[config.mk]
export PLATFORM = sky130hd
export DESIGN_NAME = hsl2rgb_stream
export DESIGN_NICKNAME = d
export VERILOG_FILES = /design/src/rtl/hsl2rgb_stream.sv
export SDC_FILE = /design/constraint.sdc
export NUM_CORES = 1
export LEC_CHECK = 0
export BUFFER_PORTS_ARGS = -buffer_cell sky130_fd_sc_hd__buf_4
export CORE_MARGIN = 1.5
export CORE_UTILIZATION = 35
export CTS_BUF_LIST = sky130_fd_sc_hd__clkbuf_16
export CTS_CLUSTER_DIAMETER = 150
export CTS_CLUSTER_SIZE = 24
export DETAILED_ROUTE_END_ITERATION = 10
export GPL_TIMING_DRIVEN = 0
export PLACE_DENSITY_LB_ADDON = 0.1
export SYNTH_ARGS = -nofsm -noshare
export SYNTH_HDL_FRONTEND = slang
export SYNTH_SLANG_ARGS = --single-unit
[constraint.sdc]
create_clock -name clock -period 14.3 [get_ports clock]
set_input_delay 2.86 -clock clock [delete_from_list [all_inputs] [get_ports clock]]
set_output_delay 2.86 -clock clock [all_outputs]
set_load 0.01 [all_outputs]
[src/rtl/hsl2rgb_stream.sv]
// hsl2rgb_stream: five-stage streaming HSL/HSV to RGB converter with a
// valid/ready handshake. The whole pipe advances together and freezes when
// the output register holds a result that downstream has not taken.
module hsl2rgb_stream #(
    parameter int W  = 8,
    parameter int TW = 1
) (
    input  logic          clock,
    input  logic          reset,
    input  logic          mode,
    input  logic [W-1:0]  h,
    input  logic [W-1:0]  s,
    input  logic [W-1:0]  l,
    input  logic [TW-1:0] tag_i,
    input  logic          valid_i,
    output logic          ready_o,
    output logic [W-1:0]  r,
    output logic [W-1:0]  g,
    output logic [W-1:0]  b,
    output logic [TW-1:0] tag_o,
    output logic          valid_o,
    input  logic          ready_i
);

    localparam int N  = 1 << W;
    localparam int LW = 2 * W;      // L*S product width
    localparam int SW = 2 * W + 1;  // signed working width for Q/P before clamping
    localparam int PW = 2 * W + 4;  // 6*D*f product width (< 6*N*N)
    localparam int XW = W + 4;      // channel sum width before saturation

    localparam logic [W-1:0] C16  = W'((N + 3) / 6);
    localparam logic [W-1:0] C13  = W'((N + 1) / 3);
    localparam logic [W-1:0] C12  = W'(N / 2);
    localparam logic [W-1:0] C23  = W'((2 * N + 1) / 3);
    localparam logic [W-1:0] MAXV = W'(N - 1);

    // Clamp a signed intermediate into [0, N-1].
    function automatic logic [W-1:0] clamp_s(input logic signed [SW-1:0] v);
        logic [W-1:0] res;
        if (v[SW-1])
            res = '0;
        else if (v > $signed(SW'(MAXV)))
            res = MAXV;
        else
            res = W'(v);
        return res;
    endfunction

    // Saturate a non-negative channel sum to N-1.
    function automatic logic [W-1:0] sat_x(input logic [XW-1:0] v);
        return (v > XW'(MAXV)) ? MAXV : W'(v);
    endfunction

    // Multiplier for the ramp segments; zero on the flat segments.
    function automatic logic [W-1:0] ramp_arg(input logic [W-1:0] t);
        logic [W-1:0] f;
        if (t < C16)
            f = t;
        else if (t < C12)
            f = '0;
        else if (t < C23)
            f = C23 - t;
        else
            f = '0;
        return f;
    endfunction

    // True on the segment where the channel equals Q.
    function automatic logic on_plateau(input logic [W-1:0] t);
        return (t >= C16) && (t < C12);
    endfunction

    logic          en;
    logic          vld_p0_q, vld_p1_q, vld_p2_q, vld_p3_q, valid_o_q;
    logic          vld_p0_d, vld_p1_d, vld_p2_d, vld_p3_d, valid_o_d;

    logic          mode_p0_q, mode_p0_d;
    logic [W-1:0]  h_p0_q, h_p0_d, s_p0_q, s_p0_d, l_p0_q, l_p0_d;
    logic [TW-1:0] tag_p0_q, tag_p0_d;

    logic          mode_p1_q, mode_p1_d;
    logic [W-1:0]  h_p1_q, h_p1_d, s_p1_q, s_p1_d, l_p1_q, l_p1_d;
    logic [LW-1:0] ls_p1_q, ls_p1_d;
    logic [TW-1:0] tag_p1_q, tag_p1_d;

    logic signed [SW-1:0] lx, sx, lsd, qx, q_raw, p_raw;
    logic [W-1:0]  q_p2_q, q_p2_d, p_p2_q, p_p2_d, d_p2_q, d_p2_d;
    logic [W-1:0]  t_p2_q [3];
    logic [W-1:0]  t_p2_d [3];
    logic [TW-1:0] tag_p2_q, tag_p2_d;

    logic [W-1:0]  base_p3_q [3];
    logic [W-1:0]  base_p3_d [3];
    logic [PW-1:0] prod_p3_q [3];
    logic [PW-1:0] prod_p3_d [3];
    logic [TW-1:0] tag_p3_q, tag_p3_d;

    logic [W-1:0]  r_q, r_d, g_q, g_d, b_q, b_d;
    logic [TW-1:0] tag_o_q, tag_o_d;

    assign en      = ready_i || !valid_o_q;
    assign ready_o = en && !reset;
    assign r       = r_q;
    assign g       = g_q;
    assign b       = b_q;
    assign tag_o   = tag_o_q;
    assign valid_o = valid_o_q;

    // Valid bits shift one stage per enabled cycle, independent of data.
    always_comb begin
        vld_p0_d  = valid_i;
        vld_p1_d  = vld_p0_q;
        vld_p2_d  = vld_p1_q;
        vld_p3_d  = vld_p2_q;
        valid_o_d = vld_p3_q;
    end

    // Valid chain register; reset empties the pipe.
    always_ff @(posedge clock) begin
        if (reset) begin
            vld_p0_q  <= 1'b0;
            vld_p1_q  <= 1'b0;
            vld_p2_q  <= 1'b0;
            vld_p3_q  <= 1'b0;
            valid_o_q <= 1'b0;
        end else if (en) begin
            vld_p0_q  <= vld_p0_d;
            vld_p1_q  <= vld_p1_d;
            vld_p2_q  <= vld_p2_d;
            vld_p3_q  <= vld_p3_d;
            valid_o_q <= valid_o_d;
        end
    end

    // Stage p0: capture the incoming pixel.
    always_comb begin
        mode_p0_d = mode;
        h_p0_d    = h;
        s_p0_d    = s;
        l_p0_d    = l;
        tag_p0_d  = tag_i;
    end

    // Stage p1: L*S product.
    always_comb begin
        mode_p1_d = mode_p0_q;
        h_p1_d    = h_p0_q;
        s_p1_d    = s_p0_q;
        l_p1_d    = l_p0_q;
        tag_p1_d  = tag_p0_q;
        ls_p1_d   = LW'(l_p0_q) * LW'(s_p0_q);
    end

    // Stage p2: clamped Q and P, span D, per-channel hue offsets.
    always_comb begin
        lx  = $signed(SW'(l_p1_q));
        sx  = $signed(SW'(s_p1_q));
        lsd = $signed(SW'(ls_p1_q >> W));
        if (mode_p1_q)
            q_raw = lx;
        else if (l_p1_q < C12)
            q_raw = lx + lsd;
        else
            q_raw = lx + sx - lsd;
        q_p2_d = clamp_s(q_raw);
        qx     = $signed(SW'(q_p2_d));
        // HSL derives P from the already-clamped Q.
        if (mode_p1_q)
            p_raw = lx - lsd;
        else
            p_raw = (lx <<< 1) - qx;
        p_p2_d   = clamp_s(p_raw);
        d_p2_d   = (q_p2_d > p_p2_d) ? (q_p2_d - p_p2_d) : '0;
        t_p2_d[0] = h_p1_q + C13;
        t_p2_d[1] = h_p1_q;
        t_p2_d[2] = h_p1_q - C13;
        tag_p2_d = tag_p1_q;
    end

    // Stage p3: segment select and 6*D*f ramp product per channel.
    always_comb begin
        for (int i = 0; i < 3; i++) begin
            base_p3_d[i] = on_plateau(t_p2_q[i]) ? q_p2_q : p_p2_q;
            prod_p3_d[i] = PW'(d_p2_q) * PW'(ramp_arg(t_p2_q[i])) * PW'(6);
        end
        tag_p3_d = tag_p2_q;
    end

    // Stage p4: base plus scaled ramp, saturated.
    always_comb begin
        r_d     = sat_x(XW'(base_p3_q[0]) + XW'(prod_p3_q[0] >> W));
        g_d     = sat_x(XW'(base_p3_q[1]) + XW'(prod_p3_q[1] >> W));
        b_d     = sat_x(XW'(base_p3_q[2]) + XW'(prod_p3_q[2] >> W));
        tag_o_d = tag_p3_q;
    end

    // Internal data registers; they hold whenever the pipe is stalled.
    always_ff @(posedge clock) begin
        if (en) begin
            mode_p0_q <= mode_p0_d;
            h_p0_q    <= h_p0_d;
            s_p0_q    <= s_p0_d;
            l_p0_q    <= l_p0_d;
            tag_p0_q  <= tag_p0_d;
            mode_p1_q <= mode_p1_d;
            h_p1_q    <= h_p1_d;
            s_p1_q    <= s_p1_d;
            l_p1_q    <= l_p1_d;
            ls_p1_q   <= ls_p1_d;
            tag_p1_q  <= tag_p1_d;
            q_p2_q    <= q_p2_d;
            p_p2_q    <= p_p2_d;
            d_p2_q    <= d_p2_d;
            t_p2_q    <= t_p2_d;
            tag_p2_q  <= tag_p2_d;
            base_p3_q <= base_p3_d;
            prod_p3_q <= prod_p3_d;
            tag_p3_q  <= tag_p3_d;
        end
    end

    // Output register; cleared by reset, frozen while downstream stalls.
    always_ff @(posedge clock) begin
        if (reset) begin
            r_q     <= '0;
            g_q     <= '0;
            b_q     <= '0;
            tag_o_q <= '0;
        end else if (en) begin
            r_q     <= r_d;
            g_q     <= g_d;
            b_q     <= b_d;
            tag_o_q <= tag_o_d;
        end
    end

endmodule

==> metrics.csv <==
metric,value,unit
num_io_pins,57,
clockBufferDepth,2,
utilization,39.5,%
drt-total-wl,44400,µm
status,"complete, no violations",
htree_levels,4,
tightestPinTransition,1.14,ns
worstPathMaxFanout,8,
netlist_area,0.0197,mm²
firstDrtPassIters,5,
syn_inst,1985,
ys_seq_area_share,28.4,%
startpoint_type,flop,
cts_buffers,17,
clk_pin_slew,0.07,ns
vias,13590,
grt_pass1_vias,13653,
grt_max_degree,64,
synth_compound_area_share,12.0,%
required,14.50,ns
finalSetupTns,0,ns
slew_headroom,23.4,%
clk_latency,0.50,ns
grt_first_pass_wirelength,71900,µm
critPathCaptureType,flop,
initial_core_util,35.6,%
ctsResizeCount,0,
drive_gt1_share,7.11,%
final-max-slew-violation-count,0,
antenna_found_initial,1,
grt_overflow_total,0,
syn_avg_cell_area,9.91,µm²
drv_cap,0,
placed_area,0.0212,mm²
dp_hpwl,36200,µm
drt-initial-drc-count,623,
clockRootBuffer,clkbuf_16,
cpMostUsedCell,inv_1,
routedLengthMet1,22100,µm
core,0.0553,mm²
setup_viol,0,
vias_per_cell,4.78,
hold_class,reg -> reg,
cts.sinks,196,
globalplace.congestion,0.791,
slowest_stage,edfxtp_1,
critical_path_buf_inv_count,4,
yosysWarnings,0,
rsz0062_at_grt,false,
area_delta_synth_final,11.0,%
ys_types,72,
antenna_left,0,
synthMuxAreaShare,1.95,%
synth_edf_count,166,
critPathKind,reg -> reg,
final_nets,2534,
die_w,240,µm
worst_path_dominant_cell_family,compound AO/OA/AOI/OAI gates,
route.detailed.drc,0,
grtUsageTotal,16.2,%
postLayoutCellArea,0.0218,mm²
clock_skew,0.0136,ns
synth_seq_cells,196,
dieArea,0.0576,mm²
die_y,240,µm
crit_arrival,8.70,ns
finalHoldViolations,0,
irDropWorstVdd,0.129,mV
max_freq,118,MHz
dr_wl_met2,20500,µm
yosys.area_share.simple,13.4,%
fin_crit,8.50,ns
synthArstFlopShare,0,%
synth_top_family_by_area,adder cells,
antenna_cells,0,
io_buffers,56,
p_total,0.00452,W
period_share,59.4,%
routedWlPerCell,15.6,µm
synth_xor_area_share,5.03,%
num_rows,86,
power_leakage,10.3,nW
nFillCells,5526,
cts_hold_buf,0,
p_per_area,207,mW/mm²
top_layer_used,met4,
ys.flop_type,edfxtp_1,
cts_tree,done,
synth_fa_ha_area_share,32.8,%
slowest_delay,0.53,ns
cts_setup_buffers,0,
wl_met3,1120,µm
## state kept, by name, summed over array words and instances (netlist names), 8 cells and up
| name | flops |
|---|---|
| prod_p3_q | 33 |
| base_p3_q | 24 |
| t_p2_q | 23 |
| b | 8 |
| d_p2_q | 8 |
| g | 8 |
| h_p0_q | 8 |
| h_p1_q | 8 |
| l_p0_q | 8 |
| l_p1_q | 8 |
| ls_p1_q | 8 |
| p_p2_q | 8 |
| q_p2_q | 8 |
| r | 8 |
| s_p0_q | 8 |
| s_p1_q | 8 |
## cells in the final DEF (no fill, tap or decap), types with 6 or more instances in the layout
| cell | Yosys | final |
|---|---|---|
| a21oi_1 | 100 | 99 |
| edfxtp_1 | 166 | 166 |
| nor2_1 | 119 | 119 |
| nand2_1 | 162 | 162 |
| and3_1 | 19 | 19 |
| ha_1 | 262 | 262 |
| or2_2 | 6 | 6 |
| clkbuf_16 | 0 | 17 |
| buf_4 | 0 | 56 |
| conb_1 | 2 | 24 |
| nand2b_1 | 10 | 10 |
| or3_1 | 8 | 8 |
| nor2b_1 | 28 | 28 |
| xnor2_1 | 81 | 81 |
| mux2i_1 | 8 | 8 |
| a31oi_1 | 9 | 9 |
| o21ai_1 | 6 | 6 |
| a21o_1 | 30 | 30 |
| dfxtp_1 | 30 | 30 |
| inv_1 | 292 | 292 |
| o21bai_1 | 16 | 16 |
| xor2_1 | 32 | 32 |
| mux2_2 | 27 | 27 |
| nand4_1 | 6 | 6 |
| nor3_1 | 35 | 35 |
| a211o_1 | 6 | 6 |
| o211ai_1 | 8 | 8 |
| and2_1 | 118 | 118 |
| fa_1 | 158 | 158 |
| o21ai_0 | 49 | 49 |
| clkbuf_1 | 37 | 36 |
| nand3_1 | 15 | 15 |
| a211oi_1 | 40 | 40 |
| o21a_1 | 22 | 22 |
## layout make-up
type | count | area (µm²) | area share [%]
well taps | 748 | 936 | 4.29
inverters | 293 | 1100 | 5.04
clock inverters | 15 | 231 | 1.06
flip-flops and latches | 196 | 5590 | 25.6
plain buffers | 40 | 164 | 0.751
multi-input cells | 1478 | 12900 | 59.1
repair buffers | 58 | 475 | 2.18
clock buffers | 17 | 425 | 1.95
## worst paths after layout
| kind | start | endpoint | slack (ns) | depth (start not counted) |
|---|---|---|---|---|
| worst max-delay path | l_p1_q[1]$_DFFE_PN_ | d_p2_q[3]$_SDFFCE_PP0N_ | 5.80 | 31 |
| worst min-delay path | h_p0_q[3]$_DFFE_PN_ | h_p1_q[3]$_DFFE_PN_ | 0.42 | 0 |
| worst max register to register | l_p1_q[1]$_DFFE_PN_ | d_p2_q[3]$_SDFFCE_PP0N_ | 5.80 | 31 |
| worst min register to register | h_p0_q[3]$_DFFE_PN_ | h_p1_q[3]$_DFFE_PN_ | 0.42 | 0 |
## routing by layer
metal / vias to the layer above / track usage, %
met5: - / 0
met4: 0 / 4.80
met3: 28 / 2.35
met2: 149 / 26.5
met1: 6515 / 22.3
li1: 6898 / -
## cell families (layout without fill, tap and decap cells)
logic type      after synthesis  after routing
flops                       196            196
buf+inv                     333            423
xor+xnor                    113            113
mux                          35             35
compound gates              348            348
simple gates                538            538
other cells                   2             24
fa+ha+maj                   420            420
## report_power, final
part,internal (W),switching [W]
Combinational,0.00125,0.00170
Sequential,0.000919,0.000125
Clock,0.000286,0.000247
Total,0.00246,0.00207
## through the flow
| step | cells | setup slack, ns | hold WS [ns] |
|---|---|---|---|
| 2_1_floorplan | 2007 | 5.83 | 0.400 |
| 3_3_place_gp | 2811 | 2.95 | 0.403 |
| 3_5_place_dp | 2813 | 5.83 | 0.405 |
| 4_1_cts | 2845 | 5.75 | 0.424 |
| 5_1_grt | 2845 | 5.22 | 0.427 |
| 6_report | 2845 | 5.80 | 0.421 |
## worst reg2reg max path, delay by kind of cell, from the launching register on
kind / cells / cell delay, ns
adder cells (fa/ha/maj): 5 / 1.95
AO/OA/AOI/OAI: 16 / 3.96
multiplexers: 2 / 0.65
buffers and inverters: 4 / 0.41
AND/OR/NAND/NOR: 4 / 0.73
flip-flops: 1 / 0.53
## synth_stat cells (9+ instances only)
| master | n | area [µm²] |
|---|---|---|
| inv_1 | 292 | 1100 |
| ha_1 | 262 | 3280 |
| edfxtp_1 | 166 | 4980 |
| nand2_1 | 162 | 608 |
| fa_1 | 158 | 3160 |
| nor2_1 | 119 | 447 |
| and2_1 | 118 | 738 |
| a21oi_1 | 100 | 500 |
| xnor2_1 | 81 | 709 |
| o21ai_0 | 49 | 245 |
| a211oi_1 | 40 | 300 |
| clkbuf_1 | 37 | 139 |
| nor3_1 | 35 | 175 |
| xor2_1 | 32 | 280 |
| a21o_1 | 30 | 225 |
| dfxtp_1 | 30 | 601 |
| nor2b_1 | 28 | 175 |
| mux2_2 | 27 | 304 |
| o21a_1 | 22 | 165 |
| and3_1 | 19 | 119 |
| o21bai_1 | 16 | 120 |
| nand3_1 | 15 | 75.1 |
| nand2b_1 | 10 | 62.6 |
| a31oi_1 | 9 | 56.3 |
No activity file was read; power rests on OpenSTA's default activity.
